$ cat config.mk
export PLATFORM = sky130hd
export DESIGN_NAME = ras_front_ctrl_flat
export DESIGN_NICKNAME = d
export VERILOG_FILES = /design/src/rtl/ras_pkg.sv /design/src/rtl/ras_front_ctrl_if.sv /design/src/rtl/ras_front_ctrl.sv /design/src/flat_wrapper.sv
export SDC_FILE = /design/constraint.sdc
export NUM_CORES = 1
export LEC_CHECK = 0
export CAP_MARGIN = 20
export CORE_MARGIN = 8
export CORE_UTILIZATION = 36
export CTS_CLUSTER_DIAMETER = 150
export CTS_CLUSTER_SIZE = 10
export DETAILED_ROUTE_END_ITERATION = 6
export PLACE_DENSITY = 0.8
export SETUP_SLACK_MARGIN = 0.4
export SYNTH_ARGS = -nofsm -noshare
export SYNTH_HDL_FRONTEND = slang
export SYNTH_SLANG_ARGS = --single-unit
$ cat constraint.sdc
create_clock -name CLK -period 2.4 [get_ports CLK]
set_input_delay 0.24 -clock CLK [delete_from_list [all_inputs] [get_ports CLK]]
set_output_delay 0.24 -clock CLK [all_outputs]
set_load 0.01 [all_outputs]
$ cat src/rtl/ras_pkg.sv
// Shared types and constants for the return-address stack front-end.
package ras_pkg;

  localparam int unsigned RAS_DEPTH    = 16;
  localparam int unsigned RAS_PTR_W    = 4;
  localparam int unsigned RAS_DEPTH_W  = 5;
  localparam int unsigned RAS_SETTLE   = 2;
  localparam int unsigned RAS_SETTLE_W = 2;

  typedef enum logic {
    IDLE  = 1'b0,
    FLUSH = 1'b1
  } ras_state_t;

endpackage

$ cat src/rtl/ras_front_ctrl_if.sv
// CALL/RET command handshake and RET result between the branch unit and the RAS front-end.
interface ras_front_ctrl_if #(
  parameter int unsigned DataWidth = 32
);

  logic                 CMD_VALID;
  logic                 CMD_CALL;
  logic [DataWidth-1:0] CMD_ADDR;
  logic                 CMD_READY;
  logic                 RET_VALID;
  logic [DataWidth-1:0] RET_ADDR;
  logic                 RET_ERR;

  modport master (
    output CMD_VALID, CMD_CALL, CMD_ADDR,
    input  CMD_READY, RET_VALID, RET_ADDR, RET_ERR
  );

  modport slave (
    input  CMD_VALID, CMD_CALL, CMD_ADDR,
    output CMD_READY, RET_VALID, RET_ADDR, RET_ERR
  );

endinterface

$ cat src/rtl/ras_front_ctrl.sv
// Command front-end for the 16-entry return-address LIFO: CALL/RET handshake,
// settle gating for the registered LIFO output, depth/flag tracking and FLUSH.
module ras_front_ctrl
  import ras_pkg::*;
#(
  parameter int unsigned DataWidth = 32,
  parameter int unsigned LifoDepth = RAS_DEPTH
) (
  input  logic                   CLK,
  input  logic                   RESET,
  ras_front_ctrl_if.slave        cmd,
  input  logic                   FLUSH,
  output logic [RAS_DEPTH_W-1:0] DEPTH,
  output logic                   OVF,
  output logic                   UNF,
  output logic                   BUSY,
  output logic                   LIFO_PUSH,
  output logic                   LIFO_POP,
  output logic [DataWidth-1:0]   LIFO_DTI,
  input  logic [DataWidth-1:0]   LIFO_DTO
);

  localparam logic [RAS_DEPTH_W-1:0]  DepthFull  = RAS_DEPTH_W'(LifoDepth);
  localparam logic [RAS_SETTLE_W-1:0] SettleLoad = RAS_SETTLE_W'(RAS_SETTLE);

  ras_state_t                state, state_nxt;
  logic [RAS_DEPTH_W-1:0]    depth, depth_nxt;
  logic [RAS_PTR_W-1:0]      ptr, ptr_nxt;
  logic [RAS_SETTLE_W-1:0]   settle, settle_nxt;
  logic                      flush_pop, flush_pop_nxt;
  logic                      ret_valid, ret_valid_nxt;
  logic                      ret_err, ret_err_nxt;
  logic [DataWidth-1:0]      ret_addr, ret_addr_nxt;
  logic                      ovf, ovf_nxt;
  logic                      unf, unf_nxt;
  logic                      ready;
  logic                      push;
  logic                      pop;

  // Next-state, handshake and LIFO strobes
  always_comb begin
    state_nxt     = state;
    depth_nxt     = depth;
    ptr_nxt       = ptr;
    settle_nxt    = (settle != '0) ? settle - RAS_SETTLE_W'(1) : '0;
    flush_pop_nxt = flush_pop;
    ret_valid_nxt = 1'b0;
    ret_err_nxt   = 1'b0;
    ret_addr_nxt  = '0;
    ovf_nxt       = ovf;
    unf_nxt       = unf;
    ready         = 1'b0;
    push          = 1'b0;
    pop           = 1'b0;

    unique case (state)
      ras_pkg::IDLE: begin
        // A RET must wait until the LIFO's registered top reflects the last push/pop.
        ready = !FLUSH && (cmd.CMD_CALL || settle == '0);
        if (FLUSH) begin
          state_nxt     = ras_pkg::FLUSH;
          ovf_nxt       = 1'b0;
          unf_nxt       = 1'b0;
          flush_pop_nxt = 1'b0;
        end else if (cmd.CMD_VALID && ready) begin
          if (cmd.CMD_CALL) begin
            push    = 1'b1;
            ptr_nxt = ptr + RAS_PTR_W'(1);
            if (depth == DepthFull) ovf_nxt = 1'b1;
            else                    depth_nxt = depth + RAS_DEPTH_W'(1);
          end else begin
            ret_valid_nxt = 1'b1;
            if (depth != '0) begin
              pop          = 1'b1;
              ptr_nxt      = ptr - RAS_PTR_W'(1);
              depth_nxt    = depth - RAS_DEPTH_W'(1);
              ret_addr_nxt = LIFO_DTO;
            end else begin
              ret_err_nxt = 1'b1;
              unf_nxt     = 1'b1;
            end
          end
        end
      end
      ras_pkg::FLUSH: begin
        // Walk the hidden LIFO pointer back to its reset position.
        if (ptr != '0) begin
          pop           = 1'b1;
          ptr_nxt       = ptr - RAS_PTR_W'(1);
          flush_pop_nxt = 1'b1;
        end else begin
          state_nxt = ras_pkg::IDLE;
          depth_nxt = '0;
          if (flush_pop) settle_nxt = SettleLoad;
        end
      end
    endcase

    if (push || pop) settle_nxt = SettleLoad;
  end

  always_ff @(posedge CLK or negedge RESET) begin
    if (!RESET) begin
      state     <= ras_pkg::IDLE;
      depth     <= '0;
      ptr       <= '0;
      settle    <= '0;
      flush_pop <= 1'b0;
      ret_valid <= 1'b0;
      ret_err   <= 1'b0;
      ret_addr  <= '0;
      ovf       <= 1'b0;
      unf       <= 1'b0;
    end else begin
      state     <= state_nxt;
      depth     <= depth_nxt;
      ptr       <= ptr_nxt;
      settle    <= settle_nxt;
      flush_pop <= flush_pop_nxt;
      ret_valid <= ret_valid_nxt;
      ret_err   <= ret_err_nxt;
      ret_addr  <= ret_addr_nxt;
      ovf       <= ovf_nxt;
      unf       <= unf_nxt;
    end
  end

  assign cmd.CMD_READY = ready;
  assign cmd.RET_VALID = ret_valid;
  assign cmd.RET_ADDR  = ret_addr;
  assign cmd.RET_ERR   = ret_err;
  assign DEPTH         = depth;
  assign OVF           = ovf;
  assign UNF           = unf;
  assign BUSY          = (state == ras_pkg::FLUSH);
  assign LIFO_PUSH     = push;
  assign LIFO_POP      = pop;
  assign LIFO_DTI      = push ? cmd.CMD_ADDR : '0;

endmodule

$ cat src/flat_wrapper.sv
// flat-port wrapper written by rule: the top's interface ports become plain ports
module ras_front_ctrl_flat import ras_pkg::*;
#(
  parameter int unsigned DataWidth = 32,
  parameter int unsigned LifoDepth = RAS_DEPTH
)
  (CLK, RESET, FLUSH, DEPTH, OVF, UNF, BUSY, LIFO_PUSH, LIFO_POP, LIFO_DTI, LIFO_DTO, cmd_CMD_VALID, cmd_CMD_CALL, cmd_CMD_ADDR, cmd_CMD_READY, cmd_RET_VALID, cmd_RET_ADDR, cmd_RET_ERR);
  ras_front_ctrl_if #(.DataWidth(DataWidth)) cmd_i ();
  input  logic CLK;
  input  logic RESET;
  input  logic FLUSH;
  output logic [RAS_DEPTH_W-1:0] DEPTH;
  output logic OVF;
  output logic UNF;
  output logic BUSY;
  output logic LIFO_PUSH;
  output logic LIFO_POP;
  output logic [DataWidth-1:0] LIFO_DTI;
  input  logic [DataWidth-1:0] LIFO_DTO;
  input wire logic [$bits(cmd_i.CMD_VALID)-1:0] cmd_CMD_VALID;
  input wire logic [$bits(cmd_i.CMD_CALL)-1:0] cmd_CMD_CALL;
  input wire logic [$bits(cmd_i.CMD_ADDR)-1:0] cmd_CMD_ADDR;
  output wire logic [$bits(cmd_i.CMD_READY)-1:0] cmd_CMD_READY;
  output wire logic [$bits(cmd_i.RET_VALID)-1:0] cmd_RET_VALID;
  output wire logic [$bits(cmd_i.RET_ADDR)-1:0] cmd_RET_ADDR;
  output wire logic [$bits(cmd_i.RET_ERR)-1:0] cmd_RET_ERR;
  assign cmd_i.CMD_VALID = cmd_CMD_VALID;
  assign cmd_i.CMD_CALL = cmd_CMD_CALL;
  assign cmd_i.CMD_ADDR = cmd_CMD_ADDR;
  assign cmd_CMD_READY = cmd_i.CMD_READY;
  assign cmd_RET_VALID = cmd_i.RET_VALID;
  assign cmd_RET_ADDR = cmd_i.RET_ADDR;
  assign cmd_RET_ERR = cmd_i.RET_ERR;
  ras_front_ctrl #(.DataWidth(DataWidth), .LifoDepth(LifoDepth)) u_core (.CLK(CLK), .RESET(RESET), .cmd(cmd_i), .FLUSH(FLUSH), .DEPTH(DEPTH), .OVF(OVF), .UNF(UNF), .BUSY(BUSY), .LIFO_PUSH(LIFO_PUSH), .LIFO_POP(LIFO_POP), .LIFO_DTI(LIFO_DTI), .LIFO_DTO(LIFO_DTO));
endmodule
==> summary by stage, run 1 <==
Run status
The run finished with clean final reports.

Setup path
The worst register-to-register path ends at u_core.cmd.RET_ADDR[27]. In this run the register-to-register setup slack is 480 ps. The critical path is of the reg2out type. For the worst setup path, the data required time is 2160 ps. The endpoint type of the worst setup path is an output pin. The signal on the critical path passes through or4_4 -> o2111ai_4 -> nand2_1 -> clkdlybuf4s15_1. The depth of the worst register-to-register path is 6. The startpoint class of the critical path is a flip-flop. On the worst path, the slowest cell contributes a delay of 580 ps. On the critical path, the stage with the largest delay is an instance of or4_4. The worst register-to-register path begins at u_core.DEPTH[2]. The worst endpoint data arrival time is 1790 ps.

Together, buffers and inverters on the worst path number 1. Grouping stages by cell kind, the critical path spends the most delay in simple AND/OR/NAND/NOR gates. The critical-path maximum fanout is 3.

STA
The number of hold-slack violations in the final timing report was 0. The worst setup skew after layout is 10.0 ps. Across all hold checks on the routed design, the worst slack comes to 342 ps. The smallest clock period supported by the final layout is computed as 2030 ps. The total count of max-transition violations in the final report is 0.

The final setup violation count is 0. Setup repair after global routing could not meet its margin everywhere. The maximum frequency from static timing analysis is 492 MHz.

Headroom to the max-slew limit came out at 77.6%. For the pin with the worst max-slew slack, the measured transition is 334 ps. Setup slack on the critical path of the routed design comes to 369 ps.

In the finished design, the share of the clock period the worst path needs comes to 84.6%. The setup total negative slack is 0 ps.

Yosys
By area the synthesized netlist is led by dfrtp_1, and2_1, ha_1. The library cell occupying the most area in the post-synthesis netlist is dfrtp_1. Counting distinct cell types in the post-synthesis netlist gives 40. The flip-flop and latch count after synthesis is 49. The fraction of registers with async set/reset is 100%. The mean cell area of the mapped netlist is 11.4 um2.

The cell count after synthesis came out at 200. The register area share after synthesis is 53.9%. The count of warnings emitted by yosys is 0.

The synthesized design devotes to its leading area cell type 53.9% of total area. The flip-flop cell with the highest count after synthesis is dfrtp_1. The area of the mapped netlist is 0.00227 mm2. Counting flops with a built-in enable in the synthesized netlist gives 0. The post-synthesis net count is 276.

Cells and area
The share of cells above drive strength 1 is 12.2%. The layout overhead on the synthesized area is 77.2%. The leading cell type in the layout, fill and taps excluded is clkdlybuf4s50_1. The number of diodes added for antenna fixing is 0. After the last flow step, the layout net total stands at 436. Leaving out fill and tap cells, the most frequent cells in the layout are clkdlybuf4s50_1, and2_1, dfrtp_1.

Clocking
The number of clock buffers added by TritonCTS is 5. Clock tree synthesis selected as its root buffer the cell clkbuf_8. The deepest level of the CTS H-tree is 2. The deepest clock path buffer count is 2. The later pin in the worst-skew pair is clocked with a latency of 300 ps. The TritonCTS clock tree is yes.

After clock tree synthesis, the clock-pin slew on the worst setup and hold paths is 100 ps. The clock sink count is 49.

Global routing
In the global route stage, overall resource usage came out at 13.9%. The aggregate global routing overflow is 0. The first global-routing pass estimated 10000 um of wire. The largest net degree at the start of global routing is 38. The initial antenna violation count came to 0.

The via count of the first global-routing pass is 1972.

Floorplan
The floorplan step defined a die boundary enclosing 0.00912 mm2. The number of primary I/O pins is 146. The die outline width is 95.5 um. The placeable core region is 0.00624 mm2. The height of the die is 95.5 um.

The starting density of the core is 36.4%. The floorplan has 29 rows.

Power
The net switching share of the total power is 32.5%. In this run the static leakage power is 1.85 nW. The analysis attributes to net switching a power of 0.000866 W.

The total internal power is 0.00180 W. Of the total power, registers draw 39.0%. After layout, the design draws a total of 0.00267 W.

The power density relative to cell area is 662 mW/mm2. IR analysis of the VDD net gives a maximum drop of 0.000480 V. In this run, the combinational gates consume 39.1% of the power. The power share of the clock group is 21.9%.

Route
The detailed router placed 1944 vias in this run. For this block, the initial DRC count from the detailed router was 41. For this block, the routed nets add up to 6960 um of wire.

The via-per-instance ratio is 4.44. The number of iterations in the first detailed-routing pass is 4. The average detailed-routed wire length per instance is 15.9 um.

The final antenna-violating net count is 0. For this run, design rule violations remaining after detail routing come to 0.

Place
The worst setup slack before clock tree synthesis is 102 ps. Routability-driven placement finished with a final weighted congestion of 0.766. Port buffering added 145 buffers.

Once detailed placement completed, the half-perimeter wirelength came to 5490 um.

Worst hold path
The worst hold path belongs to the class in2async.

Flow run
The number of maximum-capacitance violations is 0.
==> cells in the mapped netlist, types with 2 or more instances <==
cell type / instances
nor2b_1: 3
nand2_1: 8
dfrtp_1: 49
nor2_1: 5
o22ai_1: 2
a21o_1: 2
ha_1: 6
buf_2: 3
a21oi_1: 8
o221a_2: 2
o21a_1: 3
xnor2_1: 6
nand3_1: 3
and2_1: 65
o21ai_0: 4
clkbuf_1: 3
inv_1: 5
==> worst reg2reg max path, cell delays in order, from the launching register on <==
cell	delay, ps
dfrtp_1	400
or4_4	580
buf_4	170
nor2_2	220
nor2b_4	90
buf_12	170
and2_1	180
==> sequential cells by signal, indices dropped and copies added, names as in the netlist <==
signal                cells
u_core.BUSY               1
u_core.OVF                1
u_core.ptr                4
u_core.cmd.RET_ERR        1
u_core.DEPTH              5
u_core.settle             2
u_core.flush_pop          1
u_core.cmd.RET_ADDR      32
u_core.UNF                1
u_core.cmd.RET_VALID      1
==> routing by layer <==
layer	global-route usage, %	share of wire, %
met4	1.92	0.34
met1	16.9	40
met2	24.8	53
met5	0	0
met3	3.54	6.9
==> worst max-delay path by stage <==
| stage | from | endpoint | slack (ps) | cells after the start |
|---|---|---|---|---|
| after global placement | cmd_CMD_CALL | u_core.DEPTH[4] | 170 | 8 |
| after floorplan | u_core.DEPTH[0] | u_core.settle[0] | 500 | 5 |
| final | u_core.DEPTH[2] | LIFO_POP | 370 | 4 |
| after detailed placement | cmd_CMD_CALL | u_core.DEPTH[4] | 100 | 8 |
| after CTS | u_core.DEPTH[1] | LIFO_POP | 280 | 4 |
| after global routing | u_core.DEPTH[2] | LIFO_POP | 290 | 4 |
==> stage by stage <==
step                area (um2)  std cells  util (%)
floorplan                 2270        200         -
global placement          3860        423      61.9
detailed placement        3860        423      61.9
CTS                       3960        434      63.5
global route              4030        438      64.6
finish                    4030        438      64.6
==> final cells by class <==
cell class	count	area [um2]
fillers	499	2210
repair buffers	161	1580
flip-flops and latches	49	1230
multi-input cells	137	988
well taps	77	96.3
clock buffers	5	68.8
clock inverters	3	43.8
inverters	6	22.5
==> power groups by stage <==
stage | clock, W | sequential [W] | combinational (W)
CTS | 0.000607 | 0.00104 | 0.00103
global route | 0.000639 | 0.00105 | 0.00114
global placement | 0 | 0.00106 | 0.000985
detailed placement | 0 | 0.00106 | 0.00101
finish | 0.000585 | 0.00104 | 0.00104
floorplan | 0 | 0.00108 | 0.000567
==> logic make-up (layout without fill, tap and decap cells) <==
family / count (synthesis) / count (layout) / synth area share, %
compound gates: 28 / 28 / 10.1
xor+xnor: 7 / 7 / 2.70
buf+inv: 14 / 175 / 2.97
flops: 49 / 49 / 53.9
mux: 1 / 1 / 0.495
fa+ha+maj: 7 / 7 / 4.18
simple gates: 94 / 94 / 25.6
==> repair_timing <==
item / CTS / global route
resized for setup: 35 / 38
endpoints found under the hold margin: 9 / 0
endpoints found under the setup margin: 34 / 35
hold buffers: 1 / 0
gates cloned: 0 / 1
buffers inserted: 2 / 3
pin swaps: 2 / 2
Power figures use the tool's default switching activity.
==> run 2, diff against run 1 <==
--- a/config.mk
+++ b/config.mk
@@ -7,11 +7,11 @@
 export LEC_CHECK = 0
 export CAP_MARGIN = 20
 export CORE_MARGIN = 8
-export CORE_UTILIZATION = 36
+export CORE_UTILIZATION = 33
 export CTS_CLUSTER_DIAMETER = 150
 export CTS_CLUSTER_SIZE = 10
 export DETAILED_ROUTE_END_ITERATION = 6
-export PLACE_DENSITY = 0.8
+export PLACE_DENSITY = 0.77
 export SETUP_SLACK_MARGIN = 0.4
 export SYNTH_ARGS = -nofsm -noshare
 export SYNTH_HDL_FRONTEND = slang
==> constraint.sdc (replaced) <==
create_clock -name CLK -period 1.7 [get_ports CLK]
set_input_delay 0.17 -clock CLK [delete_from_list [all_inputs] [get_ports CLK]]
set_output_delay 0.17 -clock CLK [all_outputs]
set_load 0.01 [all_outputs]
==> run 2 against run 1 <==
  * The run now ends with negative setup slack left
  * Worst setup slack worse by 520 ps
  * Register-to-register slack worse by 630 ps
  * Sequential power is 38% higher
  * Die area is 7.5% higher
  * Clock power is 40% higher
  * Final cell count is 12% higher
  * Critical path depth stayed put
  * Sequential share of layout area is 4.6 points lower
==> summary by stage, run 2 (synthesis gave the netlist of run 1 again) <==
Run status
The run finished, with violations left. The final reports fail on negative setup slack.

Global routing
The via count of the first global-routing pass came to 2373. The global-route wire length before repair is 12800 um. Entering global routing, the biggest net connects 34 pins. The initial antenna violation count is 0. The total overflow left after global routing is 0. Across every metal layer, demand over resource in global routing totals 16.5%.

Route
The post-detailed-route DRC marker count is 0. The final antenna-violating net count is 0. The total length of routed met3 wires is 952 um. After detailed routing, the wire length on met1 is 3340 um. The total vias in the final route is 2301. In this run, the number of DRC markers left after iteration 0 of detailed routing was 63. The highest layer used for signal routing is met4. After detailed routing, the average wire length per cell comes to 18.2 um. The number of iterations in the first detailed-routing pass is 4.

The wire length on met2 is 4540 um. The sum of routed wire length over all layers is 8910 um. In the routed layout, each cell is associated on average with a via count of 4.70.

Flow run
The tool flagged a number of max-cap violations equal to 0.

Setup path
The endpoint type of the worst setup path is an output pin. The worst endpoint data arrival time is 1680 ps. The beginning of the critical path is u_core.DEPTH[3]. The setup slack of the worst register-to-register path is -150 ps. The destination of the critical timing path is LIFO_POP. Measured in cells, the most critical reg-to-reg path has a length of 7.

The destination of the worst register-to-register timing path is u_core.cmd.RET_ADDR[6]. Along the worst path, the maximum fanout reaches 2. The type of the setup path with the least slack is reg2out. The startpoint identified for the worst register-to-register timing path is u_core.DEPTH[3]. The startpoint class of the critical path is a flip-flop.

The worst endpoint required time is 1530 ps.

STA
Final hold analysis gives a worst-case slack of 369 ps. Based on the critical path, the design can be clocked at up to 541 MHz. The headroom to the max-slew limit is 65.6%. The worst setup skew after layout is 11.6 ps. Of the available clock period, the critical path in the final layout requires 109%. The final setup violation count is 56. The total count of max-transition violations in the final report is 0.

The minimum clock period is 1850 ps. The transition time at the pin with the least slew margin is 516 ps. The final worst setup slack is -149 ps.

Setup repair after global routing could not meet its margin everywhere. The number of hold-slack violations in the final timing report is 0.

Cells and area
In the final layout, the share of cells above drive strength 1 is 42.4%. The total number of nets in the final design is 485. The count of non-filler cells in the finished layout is 490. The number of diodes added for antenna fixing is 0.

Summing all non-filler instances in the final layout gives an area of 0.00476 mm2. The top cell types in the final layout, fill and taps aside, are clkdlybuf4s50_1, buf_6, dfrtp_1. The register with the most flip-flops in the layout has 32 of them. The leading cell type in the layout, fill and taps excluded is clkdlybuf4s50_1.

In the final layout, the multi-input gates occupy 0.00116 mm2. The number of fill cells in the layout is 466. The layout overhead on the synthesized area is 109%. The utilization after layout is 70.8%. The sequential cell area is 0.00123 mm2.

Power
After layout, the design draws a total of 0.00444 W. The share of total power dissipated in the clock network is 18.4%. The switching power of the nets is 0.00148 W. The fraction of power consumed by sequential logic is 32.4%. Net switching is 33.4% of the power. The combinational power share is 49.2%. The total internal power is 0.00296 W.

The worst vdd rail ir drop is 0.000703 V. The power density relative to cell area is 933 mW/mm2. In this run the static leakage power is 2.44 nW.

Clocking
The later pin in the worst-skew pair is clocked with a latency of 300 ps. The H-tree was split into 2 levels. TritonCTS built the clock tree. The library cell used as clock root buffer is clkbuf_8. The clock passes through at most 2 buffers. The clock sink count is 49. The number of buffers created by CTS is 5. After clock tree synthesis, the clock-pin slew on the worst setup and hold paths is 90 ps.

Place
The placed instances occupy a cell area of 0.00412 mm2. The placed wire-length estimate is 6020 um. The total instance count after detailed placement is 444. The final RePlAce weighted congestion is 0.828. During placement, the flow inserted port buffers numbering 145.

Floorplan
The floorplan step defined a core boundary enclosing 0.00672 mm2. The height of the die is 99.0 um. 146 I/O pins were placed. The total number of placement rows is 30.

The die covers 0.00981 mm2. The starting density of the core is 33.9%. The die outline width is 99.0 um.

Worst hold path
The worst hold-check path type is in2async.
## run 2: cell count changes in the layout (fill, tap and decap cells not counted), sizes merged
| cell | delta |
|---|---|
| buf | +82 |
| clkinv | +6 |
| dlygate4sd2 | +33 |
| dlymetal6s2s | -1 |
| inv | -2 |
| clkdlybuf4s15 | -22 |
| clkbuf | -3 |
| clkdlybuf4s50 | -44 |
## run 2: final cells by class
type	instances	area share [%]
clock inverters	2	0.815
multi-input cells	137	24.4
flip-flops and latches	49	25.8
repair buffers	205	42.9
clock buffers	6	1.53
inverters	6	0.736
well taps	80	2.10
repair inverters	5	1.71
## run 2: metrics by stage
step / setup TNS (ps) / setup WS [ps]
CTS: -5390 / -166
global placement: -20780 / -327
floorplan: -1980 / -141
detailed placement: -23240 / -407
finish: -5600 / -149
global route: -8900 / -212
## run 2: how the worst min path moves through the flow
stage | slack, ps | startpoint | endpoint
finish | 370 | RESET | u_core.cmd.RET_ADDR[25]
global route | 400 | LIFO_DTO[20] | u_core.cmd.RET_ADDR[20]
CTS | 380 | RESET | u_core.cmd.RET_ADDR[19]
detailed placement | 170 | RESET | u_core.cmd.RET_ADDR[19]
global placement | 160 | RESET | u_core.cmd.RET_ADDR[16]
floorplan | -130 | RESET | u_core.BUSY
## run 2: timing repair
item / in CTS / in global routing
hold buffers: 1 / 0
setup endpoints to repair: 124 / 85
pin swaps: 12 / 5
buffers inserted: 19 / 10
resized for setup: 258 / 22
gates cloned: 5 / 3
endpoints found under the hold margin: 21 / 0
## run 2: critical path, cell delays in order, from the launching register on
cell and delay, ps:
dfrtp_1 390, or4_4 570, o2111ai_4 220, nand2_1 60, buf_2 140
## run 2: per-layer routing
layer  vias to the layer above  global-route usage, %
met5                         -                      0
met4                         0                   2.48
met3                         6                   7.26
met2                       120                   30.1
met1                      1095                   17.2
li1                       1080                      -
## run 2: power groups by stage
stage,clock network (W),logic (W),registers [W]
detailed placement,0,0.00176,0.00145
global route,0.000905,0.00234,0.00145
floorplan,0,0.000849,0.00154
CTS,0.000848,0.00201,0.00143
global placement,0,0.00173,0.00144
finish,0.000818,0.00218,0.00144
